### config.mk
export PLATFORM = sky130hd
export DESIGN_NAME = time_keeper
export DESIGN_NICKNAME = d
export VERILOG_FILES = /design/src/rtl/time_keeper_pkg.sv /design/src/rtl/bcd_mod_counter.sv /design/src/rtl/time_keeper.sv
export SDC_FILE = /design/constraint.sdc
export NUM_CORES = 1
export LEC_CHECK = 0
export BUFFER_PORTS_ARGS = -buffer_cell sky130_fd_sc_hd__buf_2
export CORE_ASPECT_RATIO = 0.6
export CORE_MARGIN = 2
export CORE_UTILIZATION = 25
export CTS_BUF_LIST = sky130_fd_sc_hd__clkbuf_8 sky130_fd_sc_hd__clkbuf_16
export DETAILED_ROUTE_END_ITERATION = 16
export GPL_TIMING_DRIVEN = 0
export PLACE_DENSITY_LB_ADDON = 0.3
export SLEW_MARGIN = 20
export SYNTH_ARGS = -nofsm -noshare
export SYNTH_HDL_FRONTEND = slang
export SYNTH_SLANG_ARGS = --single-unit
export TNS_END_PERCENT = 50
### constraint.sdc
create_clock -name clk -period 2.9 [get_ports clk]
set_input_delay 0.725 -clock clk [delete_from_list [all_inputs] [get_ports clk]]
set_output_delay 0.725 -clock clk [all_outputs]
set_load 0.05 [all_outputs]
### src/rtl/time_keeper_pkg.sv
// rtl/time_keeper_pkg.sv - shared types, BCD limits and load-word legality check for time_keeper
package time_keeper_pkg;

  typedef enum logic [1:0] {UNSET, RUN, HOLD} state_t;

  localparam int DIGIT_W = 4;
  localparam int PAIR_W  = 8;
  localparam int HHMM_W  = 16;

  localparam logic [PAIR_W-1:0] MIN_SEC_MAX = 8'h59;
  localparam logic [PAIR_W-1:0] HOUR_MAX    = 8'h23;

  // A set word is usable only if it is a real 24-hour HH:MM in BCD.
  function automatic logic bcd_time_legal(input logic [HHMM_W-1:0] t);
    logic [DIGIT_W-1:0] ht, hu, mt, mu;
    ht = t[15:12];
    hu = t[11:8];
    mt = t[7:4];
    mu = t[3:0];
    return (ht <= 4'd2) && (hu <= 4'd9) && (mt <= 4'd5) && (mu <= 4'd9) &&
           !((ht == 4'd2) && (hu > 4'd3));
  endfunction

endpackage

### src/rtl/bcd_mod_counter.sv
// rtl/bcd_mod_counter.sv - two-digit BCD counter wrapping at MAX with load and carry out
module bcd_mod_counter
  import time_keeper_pkg::*;
#(
  parameter logic [PAIR_W-1:0] MAX = MIN_SEC_MAX
) (
  input  logic              clk,
  input  logic              reset,
  input  logic              en,
  input  logic              load,
  input  logic [PAIR_W-1:0] load_value,
  output logic [PAIR_W-1:0] value,
  output logic              carry
);

  assign carry = en && (value == MAX);

  always_ff @(posedge clk) begin
    if (reset) begin
      value <= '0;
    end else if (load) begin
      value <= load_value;
    end else if (en) begin
      if (value == MAX)
        value <= '0;
      else if (value[3:0] == 4'd9)
        value <= {value[7:4] + 4'd1, 4'd0};
      else
        value <= value + 8'd1;
    end
  end

endmodule

### src/rtl/time_keeper.sv
// rtl/time_keeper.sv - running HH:MM:SS clock with set/hold control; optional 12-hour display via TIME_KEEPER_12H_EN
module time_keeper
  import time_keeper_pkg::*;
#(
  parameter int TICKS_PER_SEC = 100_000_000
) (
  input  logic              clk,
  input  logic              reset,
  input  logic              hold,
  input  logic              load,
  input  logic [HHMM_W-1:0] load_time,
  output logic [HHMM_W-1:0] num,
  output logic [PAIR_W-1:0] sec,
  output logic              sec_tick,
  output logic              time_valid,
  output logic              load_err
`ifdef TIME_KEEPER_12H_EN
  ,
  output logic              pm
`endif
);

  localparam int PW = (TICKS_PER_SEC > 2) ? $clog2(TICKS_PER_SEC) : 1;
  localparam logic [PW-1:0] TC = PW'(TICKS_PER_SEC - 1);

  state_t            state;
  logic [PW-1:0]     presc;
  logic              load_ok, count_en, wrap;
  logic              sec_carry, min_carry, hr_carry;
  logic [PAIR_W-1:0] sec_q, min_q, hr_q;

  assign load_ok  = load && bcd_time_legal(load_time);
  // Any load cycle, legal or not, freezes counting; a legal one restarts the second.
  assign count_en = (state != UNSET) && !hold && !load;
  assign wrap     = count_en && (presc == TC);

  bcd_mod_counter #(.MAX(MIN_SEC_MAX)) u_sec (
    .clk(clk), .reset(reset), .en(wrap), .load(load_ok),
    .load_value(8'h00), .value(sec_q), .carry(sec_carry)
  );

  bcd_mod_counter #(.MAX(MIN_SEC_MAX)) u_min (
    .clk(clk), .reset(reset), .en(sec_carry), .load(load_ok),
    .load_value(load_time[7:0]), .value(min_q), .carry(min_carry)
  );

  bcd_mod_counter #(.MAX(HOUR_MAX)) u_hr (
    .clk(clk), .reset(reset), .en(min_carry), .load(load_ok),
    .load_value(load_time[15:8]), .value(hr_q), .carry(hr_carry)
  );

  always_ff @(posedge clk) begin
    if (reset) begin
      state      <= UNSET;
      presc      <= '0;
      sec_tick   <= 1'b0;
      time_valid <= 1'b0;
      load_err   <= 1'b0;
    end else begin
      sec_tick <= wrap;
      load_err <= load && !load_ok;
      if (load_ok) begin
        state      <= RUN;
        presc      <= '0;
        time_valid <= 1'b1;
      end else if (!load) begin
        if (count_en)
          presc <= wrap ? '0 : presc + 1'b1;
        case (state)
          RUN:     if (hold) state <= HOLD;
          HOLD:    if (!hold) state <= RUN;
          default: state <= state;
        endcase
      end
    end
  end

  assign sec = sec_q;

`ifdef TIME_KEEPER_12H_EN
  logic [4:0]        h_bin, h_sub;
  logic [PAIR_W-1:0] hr_disp;

  // Midnight reads as 12, afternoon hours drop by twelve; unset time stays all zeros.
  always_comb begin
    h_bin   = 5'(hr_q[7:4]) * 5'd10 + 5'(hr_q[3:0]);
    h_sub   = h_bin - 5'd12;
    hr_disp = hr_q;
    if (time_valid) begin
      if (h_bin == 5'd0)
        hr_disp = 8'h12;
      else if (h_bin > 5'd12)
        hr_disp = (h_sub >= 5'd10) ? {4'd1, 4'(h_sub - 5'd10)} : {4'd0, 4'(h_sub)};
    end
  end

  assign num = {hr_disp, min_q};
  assign pm  = (hr_q >= 8'h12);
`else
  assign num = {hr_q, min_q};
`endif

endmodule

==> run summary, run 1 <==
Outcome = completed
Top_reg_cell synth = dfxtp_1
Tot GR Track Use = 12.7%
Overall power = 1.66 mW
Hold Path Depth = 2
Placed insts = 623
Mean post-synth cell area = 8.18 sq um
First-pass detailed-route iteration total = 4
Share of layout cells above drive strength 1 = 15.3%
CP endpoint kind = register
Skew final = 0.00821 ns
Hold-fix buffers, CTS = 0
Pleak = 1.45 nW
Power per cell area = 419 nW/um^2
R2r worst-path depth = 7
Initial Utilization = 25.8%
I/O Pins = 47
Synthesized flop and latch total = 56
Area growth from synthesis to layout = 18.7%
Critical path type = reg -> reg
Arr. time, crit path = 2.89 ns
Cell Int Power = 1.24 mW
Post-synthesis cell type count = 65
Routed vias = 3231
CTS Sinks = 56
Tmin final = 2.64 ns
VDD IR-drop max = 0.000192 V
Largest cells by area after synthesis = dfxtp_1 (34%), xnor2_1 (5.8%), nor2_1 (5.7%)
Port Buf Inserts = 45
CTS tree = yes
Comb power frac = 8.8%
Rows = 32
Clock buffer depth = 2
Hold Path Class = reg -> reg
Root buf cell = clkbuf_16
Clk pwr share = 43.8%
RePlAce Congestion = 0.830
Asr flop ratio synth = 0%
CTS Buf Count = 5
Mapped cell area = 3340 sq um
Syn nets = 442
Hpwl dp = 7030 um
Reg power frac = 47.4%
DR vias/cell = 5.10
Slew headroom = 55.8%
DRT antenna net count = 0
RSZ-0062 raised after global routing = no
Die Wd = 153 um
F_max = 378 MHz
Fin. max-slew vios = 0
Switching share of power = 25.5%
Setup violators final = 0
Cells after synthesis = 408
Die Span Y = 93.5 um
Yosys top cell by area = dfxtp_1
CTS-repair resized insts = 0
Worst slew pin tran = 0.661 ns
Post-Route WL = 9170 um
Total gr overflow = 0
Yosys top cell area share = 33.6%
Final hold violation count = 0
Largest net degree at the start of global routing = 19
First-pass GRT wire length = 14800 um
Detailed-route DRC error count = 0
Ys Warns = 0
Final period util = 91.1%
H-tree levels = 2
Drt wl/cell = 14.5 um
Worst endpoint required time = 3.15 ns
Initial antenna violation count = 1
Post-layout nets = 496
Worst skew pair latency = 0.30 ns
Antenna diodes = 0
Post-synth EDFFs = 0
TNS Setup = 0 ns
Worst-path maximum fanout = 6
# Max-Cap Violations = 0
Core ar. = 12900 sq um
Cell Count, Final, Fillers Out = 633
Startpoint Class = register
Detailed Route Iter0 Violations = 211
Worst-path clk slew = 0.08 ns
Post-synthesis sequential area ratio = 33.6%
Switching power total = 0.423 mW
Die ar. = 14300 sq um
Vias in the first global route = 2784
==> critical path, cell delays in order, from the launching register on <==
cell	delay, ns
dfxtp_1	0.37
inv_1	0.14
ha_1	0.16
nand3b_1	0.22
nor4_1	0.63
nor4b_2	0.59
nor4b_1	0.31
a311o_1	0.16
==> metrics by stage <==
stage | area, sq um | setup slack, ns | hold WS [ns] | utilization, %
6_report | 3960 | 0.257 | 0.476 | 30.7
5_1_grt | 3960 | 0.0720 | 0.501 | 30.7
4_1_cts | 3950 | 0.0277 | 0.476 | 30.5
3_5_place_dp | 3780 | -0.144 | 0.463 | 29.2
3_3_place_gp | 3780 | -0.0944 | 0.455 | 29.2
2_1_floorplan | 3340 | 0.497 | 0.444 | -
==> cell usage after synthesis, drive strengths merged, types with 3 or more instances <==
master and instances:
a211oi 5, a21oi 18, a311oi 6, a31oi 6
and3 10, and4 4, buf 3, clkbuf 16
dfxtp 56, ha 14, inv 17, mux2i 4
nand2 38, nand3 19, nand3b 6, nand4 12
nor2 51, nor3 10, nor4 14, nor4b 5
o21ai 14, or3 7, or4 3, xnor2 22
xor2 5
==> cell families after synthesis <==
family	synth area share [%]
AOI/OAI and AO/OA	15.6
xor gates and xnor gates	7.08
muxes	1.54
and+or+nand+nor	32.7
adders and majority gates	5.25
buffers and inverters	4.20
DFF	33.6
==> cells in the final DEF, fill, tap and decap left out, types with 4 or more instances in the layout <==
cell / synthesis / routed
nand4_1: 10 / 10
a211oi_1: 5 / 5
xnor2_1: 22 / 22
a21oi_1: 18 / 18
nand3_1: 19 / 19
clkbuf_16: 0 / 5
and3_1: 10 / 10
ha_1: 14 / 14
a311oi_1: 6 / 6
inv_1: 17 / 17
or3_1: 7 / 7
clkbuf_1: 15 / 15
xor2_1: 5 / 5
nand2_1: 38 / 38
nor2_1: 51 / 51
nor3_1: 9 / 9
buf_2: 3 / 48
nor4_1: 13 / 13
o21ai_0: 14 / 14
nand3b_1: 6 / 6
dfxtp_1: 56 / 56
a31oi_1: 6 / 6
mux2i_1: 4 / 4
==> state kept, by name, summed over array words and instances, names as in the netlist <==
name,cells
presc,27
state,2
load_err,1
u_sec.value,8
u_hr.value,8
u_min.value,8
time_valid,1
sec_tick,1
==> power by group through the flow <==
stage               combinational (mW)  sequential, mW  clock (mW)
CTS                              0.146           0.787       0.742
finish                           0.146           0.787       0.726
floorplan                       0.0740           0.827           0
detailed placement               0.146           0.804           0
global placement                 0.145           0.804           0
global route                     0.160           0.789       0.773
==> repair_timing <==
action                                  in CTS  in global routing
setup buffers                                0                  2
endpoints found under the setup margin       0                 20
endpoints found under the hold margin        0                  0
==> area by class of cell <==
cell class | count | area [sq um]
clock inverters | 3 | 47.5
repair buffers | 47 | 240
inverters | 17 | 63.8
well taps | 170 | 213
fillers | 1402 | 8970
flip-flops and latches | 56 | 1120
multi-input cells | 316 | 2080
plain buffers | 19 | 76.3
clock buffers | 5 | 125
==> final timing paths <==
path | endpoint | slack, ns | from
setup / recovery | u_hr.value[3] | 0.26 | u_min.value[5]
hold / removal | presc[1] | 0.48 | presc[1]
setup reg to reg | u_hr.value[3] | 0.26 | u_min.value[5]
hold reg to reg | presc[1] | 0.48 | presc[1]
==> per-layer routing <==
metal  GRT usage [%]  part of all wire [%]  wire [um]
met1            19.7                    56       5090
met5               0                  0.14         13
met4            3.24                   1.1        101
met2            17.6                    39       3550
met3            2.36                   4.4        407
No activity file was read; power rests on OpenSTA's default activity.
==> inputs of run 2 (changes only) <==
Settings changed: CTS_BUF_LIST sky130_fd_sc_hd__clkbuf_8 sky130_fd_sc_hd__clkbuf_16 to sky130_fd_sc_hd__clkbuf_2.
==> run 2 against run 1 <==
Against the previous run: sequential share of layout area increased by 0.79 points; routed wire length increased by 0.28%; combinational power about the same; largest power group unchanged.
==> run summary, run 2 (synthesis gave the netlist of run 1 again) <==
Tot GR Track Use = 12.6% (-0.082 points)
Fill cells = 1414 (+0.86%)
Design Area, Final = 3860 sq um (-2.7%)
Total gr overflow = 0 (unchanged)
Largest net degree at the start of global routing = 19 (unchanged)
Outcome = completed
TNS Setup = 0 ns (unchanged)
DR vias/cell = 5.02 (-1.7%)
Worst path max stage delay = 0.64 ns (about the same)
Worst skew pair latency = 0.49 ns (+0.19 ns)
RePlAce Congestion = 0.830 (unchanged)
Die Wd = 153 um (unchanged)
CP delay by family, top = simple AND/OR/NAND/NOR gates
Pleak = 1.41 nW (-3.2%)
Final hold violation count = 0 (unchanged)
CP max stage cell = nor4_1
CP endpoint kind = register
Final period util = 92.6% (+1.5 points)
Post-layout nets = 495 (-0.20%)
Post-Route WL = 9200 um (+0.28%)
Slew headroom = 54.8% (-1.0 points)
First-pass detailed-route iteration total = 5 (+1)
VDD IR-drop max = 0.000218 V (+14%)
Die Span Y = 93.5 um (unchanged)
Hold Crit Start = load_time[8]
Cell Chain, Critical Path = inv_1 > ha_1 > nand3b_1 > nor4_1 > nor4b_2 > nor4b_1 > a311o_1
Commonest cells after routing, fill and taps aside = dfxtp_1 (56), nor2_1 (51), buf_2 (48)
Reg2reg start = u_min.value[5]
Hpwl dp = 7030 um (unchanged)
Min-Delay Endpoint = u_hr.value[0]
Reg-to-reg endpoint = u_hr.value[3]
Most common cell after layout, fill and taps aside = dfxtp_1
Max FFs per register = 27 (unchanged)
Die ar. = 14300 sq um (unchanged)
CTS Sinks = 56 (unchanged)
Area growth from synthesis to layout = 15.5%
Share of layout cells above drive strength 1 = 15.2% (-0.18 points)
Tmin final = 2.69 ns (+0.0436 ns)
Fin. max-slew vios = 0 (unchanged)
Placed instance area = 3780 sq um (unchanged)
R2r worst-path depth = 7 (unchanged)
Largest reg by FF count = presc
Final setup margin = 0.214 ns (-0.0436 ns)
Core ar. = 12900 sq um (unchanged)
Hold Path Class = in -> reg
Routed vias = 3172 (-1.8%)
Worst-path clk slew = 0.31 ns (+0.23 ns)
# Max-Cap Violations = 0 (unchanged)
Port Buf Inserts = 45 (unchanged)
Vias in the first global route = 2778 (-0.22%)
Worst slew pin tran = 0.675 ns (+0.0150 ns)
Initial Utilization = 25.8% (unchanged)
Setup violators final = 0 (unchanged)
Worst R2R Setup Slack = 0.21 ns (-0.04 ns)
Worst endpoint required time = 3.37 ns (+0.22 ns)
Detailed Route Iter0 Violations = 238 (+13%)
Rows = 32 (unchanged)
Critical path type = reg -> reg
Arr. time, crit path = 3.16 ns (+0.27 ns)
Hold-fix buffers, CTS = 0 (unchanged)
Detailed-route DRC error count = 0 (unchanged)
Initial antenna violation count = 1 (unchanged)
CTS tree = yes
Tightest hold margin = 0.457 ns (-0.0193 ns)
Hold Path Depth = 3 (+1)
RSZ-0062 raised after global routing = no
Skew final = 0.0231 ns (+0.0149 ns)
Root buf cell = clkbuf_2
DRT antenna net count = 0 (unchanged)
H-tree levels = 2 (unchanged)
F_max = 372 MHz (-1.6%)
Drt wl/cell = 14.6 um (+0.44%)
Antenna diodes = 0 (unchanged)
Worst-path maximum fanout = 6 (unchanged)
I/O Pins = 47 (unchanged)
First-pass GRT wire length = 14700 um (-0.51%)
CTS Buf Count = 5 (unchanged)
Power per cell area = 355 nW/um^2 (-15%)
Startpoint Class = register
Critical Path Source = u_min.value[5]
WP buf/inv = 1 (unchanged)
Clock buffer depth = 2 (unchanged)
Pre-CTS setup slack = -0.144 ns (unchanged)
==> run 2: cell count changes in the layout (fill, tap and decap cells not counted), sizes merged <==
cell  before  now
buf       50   49
==> run 2: how the worst max path moves through the flow <==
stage,endpoint,cells past startpoint,slack [ns]
2_1_floorplan,u_min.value[4],5,0.50
3_3_place_gp,presc[16],8,-0.09
3_5_place_dp,presc[10],8,-0.14
4_1_cts,u_hr.value[3],7,0.24
5_1_grt,u_hr.value[3],7,0.08
6_report,u_hr.value[3],7,0.21
==> run 2: through the flow <==
| step | power [mW] | instances | util, % |
|---|---|---|---|
| 5_1_grt | 1.43 | 632 | 29.8 |
| 2_1_floorplan | 0.901 | 408 | - |
| 4_1_cts | 1.39 | 632 | 29.8 |
| 6_report | 1.37 | 632 | 29.8 |
| 3_3_place_gp | 0.949 | 623 | 29.2 |
| 3_5_place_dp | 0.951 | 623 | 29.2 |
==> run 2: metal layers <==
metal  routed length, um  track usage [%]  vias to the layer above
met5                  13                0                        -
met1                5090             19.6                     1485
met4                  78             2.78                        2
met3                 470             2.36                        9
met2                3550             17.6                       75
li1                    -                -                     1601
==> run 2: worst min-delay path, cell delays in order <==
cell and delay (ns):
buf_2 0.10, nor2_1 0.09, a211oi_1 0.05
==> run 2: timing repair <==
item / 4_1_cts / 5_1_grt
gates resized for setup: 0 / 0
endpoints found under the setup margin: 4 / 0
buffers inserted: 1 / 0
==> run 2: cell type report <==
class	count	area (sq um)	area share, %
inverters	17	63.8	1.65
clock buffers	5	25.0	0.649
multi-input cells	316	2080	53.9
well taps	170	213	5.52
repair buffers	46	233	6.04
clock inverters	3	47.5	1.23
plain buffers	19	76.3	1.98
flip-flops and latches	56	1120	29.1
==> run 2: report_power, final <==
| group | internal, mW | switching (mW) | leakage, nW |
|---|---|---|---|
| clock | 0.150 | 0.279 | 0.0431 |
| sequential | 0.784 | 0.00804 | 0.452 |
| combinational | 0.0461 | 0.101 | 0.911 |
==> inputs of run 3 (changes only) <==
Settings changed: CORE_ASPECT_RATIO 0.6 to 0.75.
==> run 3 against run 2 <==
Against the previous run: non-clock buffer count is the same; cell count grew 0.16%; sequential power is essentially flat; clock power grew 15%; critical path depth grew 2; count of clock-buffer cells in the layout is the same; sequential share of layout area shrank 0.12 points; critical endpoint is now presc[24].
==> run summary, run 3 (synthesis gave the netlist of run 1 again) <==
Outcome = completed
VDD IR-drop max = 0.000161 V (-26%)
RePlAce Congestion = 0.826 (-0.49%)
Tmin final = 2.68 ns (-0.00765 ns)
Cell Chain, Critical Path = inv_1 > ha_1 > nor4b_4 > and4_4 > nand3_1 > clkbuf_1 > nand2_1 > buf_2 > nor2_1
Skew final = 0.0172 ns (-0.00596 ns)
Die Span Y = 104 um (+11%)
CTS-repair resized insts = 0 (unchanged)
Fill cells = 1407 (-0.50%)
Placed instance area = 3780 sq um (about the same)
I/O Pins = 47 (unchanged)
Worst-path maximum fanout = 10 (+4)
Setup violators final = 0 (unchanged)
First-pass detailed-route iteration total = 5 (unchanged)
Worst skew pair latency = 0.48 ns (about the same)
Largest reg by FF count = presc
Share of layout cells above drive strength 1 = 15.0% (-0.18 points)
TNS Setup = 0 ns (unchanged)
Worst endpoint required time = 3.30 ns (-0.07 ns)
Worst R2R Setup Slack = 0.22 ns (about the same)
# Max-Cap Violations = 0 (unchanged)
Power per cell area = 370 nW/um^2 (+4.3%)
Slew headroom = 48.7% (-6.1 points)
Pleak = 1.41 nW (+0.42%)
CTS Sinks = 56 (unchanged)
Min-Delay Endpoint = u_min.value[0]
H-tree levels = 2 (unchanged)
Post-layout nets = 495 (unchanged)
Worst path max stage delay = 0.44 ns (-0.20 ns)
Total gr overflow = 0 (unchanged)
Design Area, Final = 3870 sq um (+0.42%)
F_max = 373 MHz (+0.29%)
Port Buf Inserts = 45 (unchanged)
Post-Route WL = 9200 um (about the same)
Die Wd = 137 um (-10%)
Initial antenna violation count = 1 (unchanged)
Drt wl/cell = 14.5 um (-0.14%)
CP endpoint kind = register
Area growth from synthesis to layout = 16.0%
Multi-input gate area = 2080 sq um (unchanged)
Fin. max-slew vios = 0 (unchanged)
FF+latch area = 1120 sq um (unchanged)
Root buf cell = clkbuf_2
Hpwl dp = 6840 um (-2.7%)
Hold Crit Start = load_time[0]
Pre-CTS setup slack = -0.0878 ns (+0.0560 ns)
Clock buffer depth = 2 (unchanged)
Startpoint Class = register
Critical path type = reg -> reg
First-pass GRT wire length = 15100 um (+2.9%)
Arr. time, crit path = 3.08 ns (-0.08 ns)
Vias in the first global route = 3077 (+11%)
Final period util = 92.4% (-0.26 points)
Hold Path Depth = 3 (unchanged)
CP max stage cell = dfxtp_1
Worst slew pin tran = 0.767 ns (+0.0915 ns)
Most common cell after layout, fill and taps aside = dfxtp_1
Hold Path Class = in -> reg
Rows = 36 (+13%)
Final setup margin = 0.222 ns (+0.00765 ns)
Detailed Route Iter0 Violations = 282 (+18%)
Worst-path clk slew = 0.29 ns (-0.02 ns)
Reg-to-reg endpoint = presc[24]
CP delay by family, top = simple AND/OR/NAND/NOR gates
DRT antenna net count = 0 (unchanged)
Largest net degree at the start of global routing = 17 (-2)
CTS Buf Count = 5 (unchanged)
Tot GR Track Use = 13.1% (+0.47 points)
Detailed-route DRC error count = 0 (unchanged)
Final hold violation count = 0 (unchanged)
WP buf/inv = 3 (+2)
Initial Utilization = 25.6% (-0.17 points)
Routed vias = 3266 (+3.0%)
Commonest cells after routing, fill and taps aside = dfxtp_1 (56), nor2_1 (51), buf_2 (48)
RSZ-0062 raised after global routing = no
Die ar. = 14300 sq um (-0.15%)
DR vias/cell = 5.16 (+2.8%)
Reg2reg start = state[0]
R2r worst-path depth = 9 (+2)
Max FFs per register = 27 (unchanged)
CTS tree = yes
Core ar. = 13000 sq um (+0.66%)
[run 3: where the power goes]
part           internal (mW)  switching [mW]  total (mW)
Combinational         0.0460           0.103       0.149
Sequential             0.784         0.00771       0.791
Clock                  0.227           0.266       0.493
[run 3: through the flow]
| step | hold slack, ns | instances | power, mW | util [%] |
|---|---|---|---|---|
| 6_report | 0.477 | 633 | 1.43 | 29.7 |
| 5_1_grt | 0.433 | 633 | 1.51 | 29.7 |
| 4_1_cts | 0.427 | 632 | 1.46 | 29.7 |
| 3_5_place_dp | 0.465 | 624 | 0.952 | 29.0 |
| 3_3_place_gp | 0.447 | 624 | 0.949 | 29.0 |
| 2_1_floorplan | 0.444 | 408 | 0.901 | - |
[run 3: cell type report]
class                   instances  area share [%]
diodes                          1          0.0646
plain buffers                  19            1.97
clock buffers                   5           0.646
clock inverters                 2            1.55
inverters                      17            1.65
multi-input cells             316            53.6
flip-flops and latches         56            29.0
well taps                     171            5.53
repair buffers                 46            6.01
[run 3: tightest hold or removal path: stages]
cell and delay, ns:
buf_2 0.09, nor2_1 0.09, a311oi_1 0.05
[run 3: routing by layer]
metal  track usage (%)  vias up  part of all wire (%)
met5                 0        -                     0
met4              3.09        0                   1.2
met3              3.02       16                   6.3
met2              17.8       90                    40
met1              20.3     1561                    53
li1                  -     1599                     -
[run 3: worst max-delay path by stage]
stage                          end  startpoint  slack [ns]  depth (start not counted)
global route             presc[26]    state[0]       0.009                          9
finish                   presc[24]    state[0]        0.22                          9
global placement          presc[4]        load       -0.04                          8
floorplan           u_min.value[4]        load        0.50                          5
detailed placement       presc[21]        load       -0.09                          8
CTS                      presc[24]    state[0]        0.20                          9
[run 3: repair_timing]
item                       4_1_cts  5_1_grt
hold buffers                     0        0
setup endpoints to repair        7        0
setup buffers                    1        0
